--- config.mk ---
export PLATFORM = sky130hd
export DESIGN_NAME = msrv32_wb_arbiter
export DESIGN_NICKNAME = d
export VERILOG_FILES = /design/src/rtl/msrv32_pkg.sv /design/src/rtl/msrv32_rr_arbiter.sv /design/src/rtl/msrv32_wb_arbiter.sv
export SDC_FILE = /design/constraint.sdc
export NUM_CORES = 1
export LEC_CHECK = 0
export CAP_MARGIN = 0
export CORE_MARGIN = 2
export CORE_UTILIZATION = 35
export CTS_CLUSTER_SIZE = 40
export DETAILED_ROUTE_END_ITERATION = 6
export PLACE_DENSITY = 0.93
export SYNTH_ARGS = -nofsm -noshare
export SYNTH_HDL_FRONTEND = slang
export SYNTH_SLANG_ARGS = --single-unit
export TNS_END_PERCENT = 50
--- constraint.sdc ---
create_clock -name ms_riscv32_mp_clk_in -period 2.9 [get_ports ms_riscv32_mp_clk_in]
set_input_delay 0.58 -clock ms_riscv32_mp_clk_in [delete_from_list [all_inputs] [get_ports ms_riscv32_mp_clk_in]]
set_output_delay 0.58 -clock ms_riscv32_mp_clk_in [all_outputs]
set_load 0.05 [all_outputs]
--- src/rtl/msrv32_pkg.sv ---
// Shared constants and helpers for the msrv32 writeback path.
// Holds the register-file geometry and the arbiter pointer width.
package msrv32_pkg;

  localparam int unsigned XLEN       = 32;
  localparam int unsigned REG_ADDR_W = 5;
  localparam logic [REG_ADDR_W-1:0] ZERO_REG = 5'd0;

  // A single requester still needs a one-bit pointer register.
  function automatic int unsigned ptr_width(input int unsigned n);
    return (n > 1) ? $clog2(n) : 1;
  endfunction

endpackage

--- src/rtl/msrv32_rr_arbiter.sv ---
// Rotating-priority one-hot arbiter with its own priority pointer.
// The scan starts at the pointer; RrEn=0 pins the pointer at index 0.
module msrv32_rr_arbiter
  import msrv32_pkg::*;
#(
  parameter int unsigned NumReq = 3,
  parameter bit          RrEn   = 1'b1
) (
  input  logic              clk_i,
  input  logic              rst_ni,
  input  logic              en_i,
  input  logic [NumReq-1:0] req_i,
  output logic [NumReq-1:0] gnt_o
);

  localparam int unsigned PtrW = ptr_width(NumReq);

  logic [PtrW-1:0] ptr_q, ptr_d;
  logic [PtrW:0]   pos;
  logic            found;

  always_comb begin
    gnt_o = '0;
    ptr_d = ptr_q;
    found = 1'b0;
    pos   = '0;
    for (int unsigned k = 0; k < NumReq; k++) begin
      // pos = (ptr + k) mod NumReq, kept one bit wider to avoid overflow
      pos = {1'b0, ptr_q} + (PtrW + 1)'(k);
      if (pos >= (PtrW + 1)'(NumReq)) begin
        pos = pos - (PtrW + 1)'(NumReq);
      end
      if (en_i && !found && req_i[pos[PtrW-1:0]]) begin
        found                  = 1'b1;
        gnt_o[pos[PtrW-1:0]]   = 1'b1;
        if (RrEn) begin
          if (pos == (PtrW + 1)'(NumReq - 1)) begin
            ptr_d = '0;
          end else begin
            ptr_d = pos[PtrW-1:0] + PtrW'(1);
          end
        end
      end
    end
  end

  always_ff @(posedge clk_i or negedge rst_ni) begin
    if (!rst_ni) begin
      ptr_q <= '0;
    end else begin
      ptr_q <= ptr_d;
    end
  end

endmodule

--- src/rtl/msrv32_wb_arbiter.sv ---
// Writeback arbiter sharing the integer register file write port.
// Registers the winner into a one-entry stage and bypasses it to both read ports.
module msrv32_wb_arbiter
  import msrv32_pkg::*;
#(
  parameter int unsigned NUM_REQ = 3,
  parameter bit          RR_EN   = 1'b1
) (
  input  logic                          ms_riscv32_mp_clk_in,
  input  logic                          ms_riscv32_mp_rst_in,
  input  logic                          hold_in,
  input  logic [NUM_REQ-1:0]            req_valid_in,
  input  logic [REG_ADDR_W*NUM_REQ-1:0] req_rd_addr_in,
  input  logic [XLEN*NUM_REQ-1:0]       req_data_in,
  output logic [NUM_REQ-1:0]            req_ready_out,
  output logic                          wr_en_out,
  output logic [REG_ADDR_W-1:0]         rd_addr_out,
  output logic [XLEN-1:0]               rd_out,
  input  logic [REG_ADDR_W-1:0]         rs_1_addr_in,
  input  logic [REG_ADDR_W-1:0]         rs_2_addr_in,
  output logic                          rs_1_fwd_out,
  output logic [XLEN-1:0]               rs_1_fwd_data_out,
  output logic                          rs_2_fwd_out,
  output logic [XLEN-1:0]               rs_2_fwd_data_out
);

  logic [NUM_REQ-1:0]    gnt;
  logic                  arb_en;
  logic                  any_gnt;
  logic [REG_ADDR_W-1:0] sel_addr;
  logic [XLEN-1:0]       sel_data;

  logic                  wr_en_q, wr_en_d;
  logic [REG_ADDR_W-1:0] rd_addr_q, rd_addr_d;
  logic [XLEN-1:0]       rd_q, rd_d;

  // Reset gates the grant combinationally so ready is 0 while reset is held.
  assign arb_en = ~hold_in & ms_riscv32_mp_rst_in;

  msrv32_rr_arbiter #(
    .NumReq (NUM_REQ),
    .RrEn   (RR_EN)
  ) u_rr_arbiter (
    .clk_i  (ms_riscv32_mp_clk_in),
    .rst_ni (ms_riscv32_mp_rst_in),
    .en_i   (arb_en),
    .req_i  (req_valid_in),
    .gnt_o  (gnt)
  );

  assign req_ready_out = gnt;
  assign any_gnt       = |gnt;

  always_comb begin
    sel_addr = '0;
    sel_data = '0;
    for (int i = 0; i < NUM_REQ; i++) begin
      if (gnt[i]) begin
        sel_addr = req_rd_addr_in[i*REG_ADDR_W +: REG_ADDR_W];
        sel_data = req_data_in[i*XLEN +: XLEN];
      end
    end
  end

  // x0 writes retire normally but never reach the register file.
  always_comb begin
    wr_en_d   = 1'b0;
    rd_addr_d = rd_addr_q;
    rd_d      = rd_q;
    if (any_gnt) begin
      wr_en_d   = (sel_addr != ZERO_REG);
      rd_addr_d = sel_addr;
      rd_d      = sel_data;
    end
  end

  always_ff @(posedge ms_riscv32_mp_clk_in or negedge ms_riscv32_mp_rst_in) begin
    if (!ms_riscv32_mp_rst_in) begin
      wr_en_q   <= 1'b0;
      rd_addr_q <= '0;
      rd_q      <= '0;
    end else begin
      wr_en_q   <= wr_en_d;
      rd_addr_q <= rd_addr_d;
      rd_q      <= rd_d;
    end
  end

  assign wr_en_out   = wr_en_q;
  assign rd_addr_out = rd_addr_q;
  assign rd_out      = rd_q;

  assign rs_1_fwd_out      = wr_en_q & (rd_addr_q != ZERO_REG) & (rs_1_addr_in == rd_addr_q);
  assign rs_2_fwd_out      = wr_en_q & (rd_addr_q != ZERO_REG) & (rs_2_addr_in == rd_addr_q);
  assign rs_1_fwd_data_out = rs_1_fwd_out ? rd_q : '0;
  assign rs_2_fwd_data_out = rs_2_fwd_out ? rd_q : '0;

endmodule
Word-level counts from Yosys, hierarchy flattened:

Cells that the tools add are included.

* register bits: 40
* bits in latches: 0
* RAM bits: 0
* ROM bits: 0
* input port bits: 127
* output and inout bits: 107
* logic and storage cells: 82
* memories kept: 0

* add/sub/neg operators: 8
* $mul: 0
* divide/modulo/power cells: 0
* magnitude comparators: 9
* eq/ne operators: 5
* shift-type cells: 0
* mux-type cells: 35
* bitwise gates (word level): 7
* reduce and logical (&&, ||, !) cells: 14

Operators by type and width (number)
* two-way mux 32 bit: 5
* two-way mux 3 bit: 6
* two-way mux 5 bit: 3
* two-way mux 2 bit: 6
* == test 5 bit: 2
* nonzero test 5 bit: 2
* == test 3 x 2 -> 1 bit, second input constant: 3
* less-than comparator 2 x 3 -> 1 bit, second input constant: 3
* two-way mux 1 bit: 9
* logical AND 1 bit: 8
* adder 2 x 1 -> 2 bit, second input constant: 3
* binary-select mux 1 bit (select 2 bit): 3
* demux 1 bit (select 2 bit): 3
* greater-or-equal comparator 2 x 1 -> 1 bit, second input constant: 3
* greater-or-equal comparator 3 x 2 -> 1 bit, second input constant: 2
* bitwise OR 3 bit: 2
* subtractor 3 x 2 -> 3 bit, second input constant: 2
* bitwise AND 1 bit: 4
* adder 2 x 1 -> 3 bit, second input constant: 1
* adder 2 x 2 -> 3 bit, second input constant: 1
* nonzero test 3 bit: 1
* OR reduction 3 bit: 1
* subtractor 2 x 2 -> 3 bit, second input constant: 1
* greater-or-equal comparator 2 bit, second input constant: 1
* other kinds (2): 3

Depth between registers and ports, before layout:

* depth in word-level cells: 19
* gate-level depth with buffers: 12
* gate-level depth less buffers: 10

By module:

From an unflattened synthesis, not the netlist that was laid out.

* cell total of the unflattened synthesis: 314
* area, all modules: 2782.7 µm²

Modules (own cells, without submodules)
* msrv32_wb_arbiter: times used 1, cells an instance 268, area an instance 2421.1 µm², sequential area each 950.9 µm²
* msrv32_rr_arbiter: times used 1, cells an instance 46, area an instance 361.6 µm², sequential area each 50.0 µm²

Worst setup path before layout:

Ideal clock, no wire load.

* kind: register to output
* start: register rd_addr_q[1] (netlist: rd_addr_out[1])
* end: output port rs_1_fwd_data_out[22]
* arrival time: 2.628 ns
* required time: 2.320 ns
* setup slack: -0.308 ns
* cell stages (with the launch flop): 6
* buffers on the path: 1
* cell sequence: dfrtp_1 -> or4_1 -> o21ai_0 -> nor4_1 -> clkbuf_1 -> and2_1

* word-level cells in the longest chain between the ends: 4
* elaborated cells between the ends (all ways): 5
* those cells by class: eq/ne: 1; mux: 1; bitwise: 2; reduce/logical: 1

Ends and longest elaborated chain
* start: declaration: line msrv32_wb_arbiter.sv:34 `logic [REG_ADDR_W-1:0] rd_addr_q, rd_addr_d;`
* start signal: assignment: line msrv32_wb_arbiter.sv:84 `rd_addr_q <= rd_addr_d;`
* nonzero test 5 bit: line msrv32_wb_arbiter.sv:93 `assign rs_1_fwd_out = wr_en_q & (rd_addr_q != ZERO_REG) & (rs_1_addr_in == rd_addr_q);`
* bitwise AND 1 bit: line msrv32_wb_arbiter.sv:93
* bitwise AND 1 bit *: line msrv32_wb_arbiter.sv:93
* named net rs_1_fwd_out: line msrv32_wb_arbiter.sv:21 `output logic rs_1_fwd_out,`
* two-way mux 32 bit *: line msrv32_wb_arbiter.sv:95 `assign rs_1_fwd_data_out = rs_1_fwd_out ? rd_q : '0;`
* end: declaration: line msrv32_wb_arbiter.sv:22 `output logic [XLEN-1:0] rs_1_fwd_data_out,`

The timed path passes the listed nets; every way through them passes the cells marked *.

Worst setup path after layout:

* start: register rd_addr_q[1] (netlist: rd_addr_out[1])
* end: output port rs_2_fwd_data_out[1]

* word-level cells in the longest chain between the ends: 4
* elaborated cells between the ends (all ways): 5
* those cells by class: eq/ne: 1; mux: 1; bitwise: 2; reduce/logical: 1

Ends and longest elaborated chain
* nonzero test 5 bit: line msrv32_wb_arbiter.sv:94 `assign rs_2_fwd_out = wr_en_q & (rd_addr_q != ZERO_REG) & (rs_2_addr_in == rd_addr_q);`
* bitwise AND 1 bit: line msrv32_wb_arbiter.sv:94
* bitwise AND 1 bit *: line msrv32_wb_arbiter.sv:94
* two-way mux 32 bit *: line msrv32_wb_arbiter.sv:96 `assign rs_2_fwd_data_out = rs_2_fwd_out ? rd_q : '0;`
* end: declaration: line msrv32_wb_arbiter.sv:24 `output logic [XLEN-1:0] rs_2_fwd_data_out`

Mark *: on every way between the ends. The rest lies on a longest branch, timed or not.

==> results.md <==
- Max IR drop VDD: 0.706 mV
- Ys async rst share: 1.00
- # rows: 34
- Pins over their slew limit: 0
- Max-cap viol count: 0
- Slew HR: 0.637
- Register area share after synthesis: 0.324
- P_leak: 2.90 nW
- Total core area: 8640 sq um
- Slowest-stage cell, CP: or4_4
- YS warnings: 0
- Syn_area_per_cell: 7.86 sq um
- FMAX: 345 MHz
- Core Util, Final: 0.765
- Routed vias/inst: 5.55
- Int Pwr: 2.71 mW
- Post-route ant nets: 0
- CTS tree: built
- Switching Power: 2.89 mW
- Wire length of the first global-routing pass: 21.9 mm
- Worst EP required: 2.32 ns
- Crit-path max FO: 16
- Worst-path clk slew: 0.09 ns
- Drt wl/cell: 20.5 um
- Die Width: 97.9 um
- Die area: 9590 sq um
- Initial core utilization: 0.358
- Nets: 759
- Reg2Reg Depth: 10
- Clk pwr share: 0.083
- # setup viols final: 0
- Synth Register Bits: 40
- Clock Skews: 0.00914 ns
- Wl on met1: 5.55 mm
- Met2 WL: 7.83 mm
- WL final: 15.1 mm
- Drt drc: 0
- Cell depth of the worst setup path: 8
- Root Driver: clkbuf_8
- Status: finished clean
- Clock Sinks: 40
- Tcrit/Tclk final: 0.999
- Worst Hold Class: in2async
- Total GRT Usage: 0.285
- 1st-iter DRT viols: 231
- Max clock buf depth: 2
- TritonRoute pass-1 iters: 5
- Port bufs: 233
- HPWL after DPL: 11.1 mm
- Share of the synthesized area in the top cell type: 0.324
- Post-route setup TNS: 0 ns
- Area Growth Syn to Fin: 114%
- Clk Latency, worst-skew pair: 0.30 ns
- Post-synth cell types: 44
- TritonCTS buffer count: 5
- Switching part of the total: 0.516
- DR WL met3: 1.12 mm
- Setup crit start kind: flop
- I/O pin cnt: 234
- Worst Tran Pin Value: 0.544 ns
- GPL Wtd Cong: 0.899
- Post-synth EDFFs: 0
- DR vias: 4092
- Crit path max-delay family: simple AND/OR/NAND/NOR gates
- Post-synth net total: 524
- Comb power frac: 0.696
- RSZ-0062 raised after global routing: yes
- Fin crit period: 2.90 ns
- Ant. Diodes: 0
- Crit-path cells: or4_4, o21ai_4, buf_6, nor4_4, buf_4, clkbuf_16, and2_4, buf_12
- Endpoint class of the critical path: primary output
- Vias in the first global route: 4171
- Synth Cell Area: 3090 sq um
- CP bufs+invs: 4
- Cell Pwr Density: 848 nW/um^2
- Largest net degree at the start of global routing: 41
- H-tree depth: 2
- Grt total ovfl: 0
- Top Layer Used: met4
- Count of final hold-check violations: 0
- Crit Path Class: reg2out
- Share of post-route cells with drive strength above 1: 0.261
- Synthesized instance count: 393
- Die H: 97.9 um
- Prevailing post-synth register cell: dfrtp_1
- Reg power frac: 0.221
- Top cells by area, synth: dfrtp_1, and2_1, nand2_1
- Worst EP arrival: 2.32 ns
- CP max stage delay: 0.55 ns
- Antenna violations before repair: 0
- Yosys top cell by area: dfrtp_1
path summary, 6_finish.rpt:
path | slack [ns] | start | end
worst max-delay path | 0.002 | rd_addr_out[1]$_DFFE_PN0P_ | rs_2_fwd_data_out[1]
worst min-delay path | 0.37 | ms_riscv32_mp_rst_in | rd_out[10]$_DFFE_PN0P_
worst max register to register | 0.35 | u_rr_arbiter.ptr_q[1]$_DFFE_PN0P_ | wr_en_out$_DFF_PN0_
worst min register to register | 0.54 | rd_addr_out[1]$_DFFE_PN0P_ | rd_addr_out[1]$_DFFE_PN0P_
max in group asynchronous | 2.10 | ms_riscv32_mp_rst_in | rd_addr_out[1]$_DFFE_PN0P_
min in group ms_riscv32_mp_clk_in | 0.54 | rd_addr_out[1]$_DFFE_PN0P_ | rd_addr_out[1]$_DFFE_PN0P_
cells by family after synthesis:
logic type / after synthesis / share of synthesized area
simple gates: 172 / 0.288
xor+xnor: 10 / 0.0284
buf+inv: 38 / 0.0640
compound gates: 127 / 0.273
fa+ha+maj: 4 / 0.0162
flops: 40 / 0.324
mux: 2 / 0.00648
worst register-to-register path, cell delays in order (launching register included):
cell and delay, ns:
dfrtp_1 0.46, inv_1 0.15, ha_4 0.19, mux2i_2 0.31, a221o_1 0.24, o311ai_2 0.14, o211ai_4 0.14, buf_4 0.28
o221ai_1 0.20, a22oi_1 0.19, nand4_1 0.12
timing repair:
item / CTS / global route
hold buffers: 0 / 0
cloned: 0 / 2
buffers inserted: 0 / 8
resized for setup: 6 / 46
pin swaps: 0 / 11
setup endpoints to repair: 34 / 66
registers in the layout, summed over array words and instances (netlist names):
signal / cells
wr_en_out: 1
u_rr_arbiter.ptr_q: 2
rd_addr_out: 5
rd_out: 32
synth_stat cells, types with 2 or more instances:
cell,n
and2_1,65
o2bb2ai_1,3
nor2_1,4
xnor2_1,6
nor4_1,2
nand3_1,9
buf_4,3
buf_2,7
nand4_1,2
a21o_1,33
inv_2,2
dfrtp_1,40
o221ai_1,2
a22o_1,2
mux2i_1,2
buf_6,4
xor2_1,4
ha_1,4
o21ai_0,38
inv_1,6
nand2b_1,5
nand2_1,75
clkbuf_1,15
a31oi_1,33
a21oi_1,8
routing by layer:
metal,GRT usage,vias up
li1,-,1830
met1,0.319,1971
met2,0.522,245
met3,0.0644,46
met4,0.113,0
met5,0,-
power groups by stage:
| stage | logic [mW] | registers, mW | clock network (mW) |
|---|---|---|---|
| 3_3_place_gp | 3.53 | 1.18 | 0 |
| 2_1_floorplan | 1.48 | 2.01 | 0 |
| 3_5_place_dp | 3.65 | 1.21 | 0 |
| 4_1_cts | 3.68 | 1.20 | 0.475 |
| 6_report | 3.90 | 1.24 | 0.467 |
| 5_1_grt | 4.09 | 1.29 | 0.498 |
layout make-up:
type                       instances  area, sq um
fill                             524         2030
multi-input combinational        315         2070
clock inverter                     2         35.0
inverter                           9         38.8
tap                              108          135
sequential                        40         1000
timing repair buffer             257         3250
clock buffer                       6         72.6
metrics by stage:
step	instance area, sq um	cells	setup WS [ns]	total power [mW]	hold WS (ns)
floorplan	3100	393	-0.0663	3.49	0.284
global placement	6210	719	0.0988	4.71	0.559
detailed placement	6210	719	-0.0335	4.85	0.583
CTS	6340	727	-0.00124	5.35	0.398
global route	6610	737	-0.0536	5.88	0.428
finish	6610	737	0.00176	5.60	0.373
cell usage in the layout, fill, tap and decap left out, types with 2 or more instances in the layout:
cell,count
clkdlybuf4s50_1,162
nand2_1,75
buf_12,69
o21ai_0,37
dfrtp_1,37
a31oi_1,33
a21o_1,32
and2_4,29
and2_1,27
buf_4,19
and2_2,9
a21oi_1,8
nand3_1,8
inv_1,5
nand2b_1,5
xnor2_1,5
clkbuf_8,5
xor2_1,4
nor2_1,4
inv_2,3
o2bb2ai_1,3
ha_4,3
buf_6,3
dfrtp_2,3
nand4_1,2
nor4_4,2
o221ai_1,2
a22o_1,2
clkbuf_16,2
Note: power is estimated with default switching activity, not from simulation.
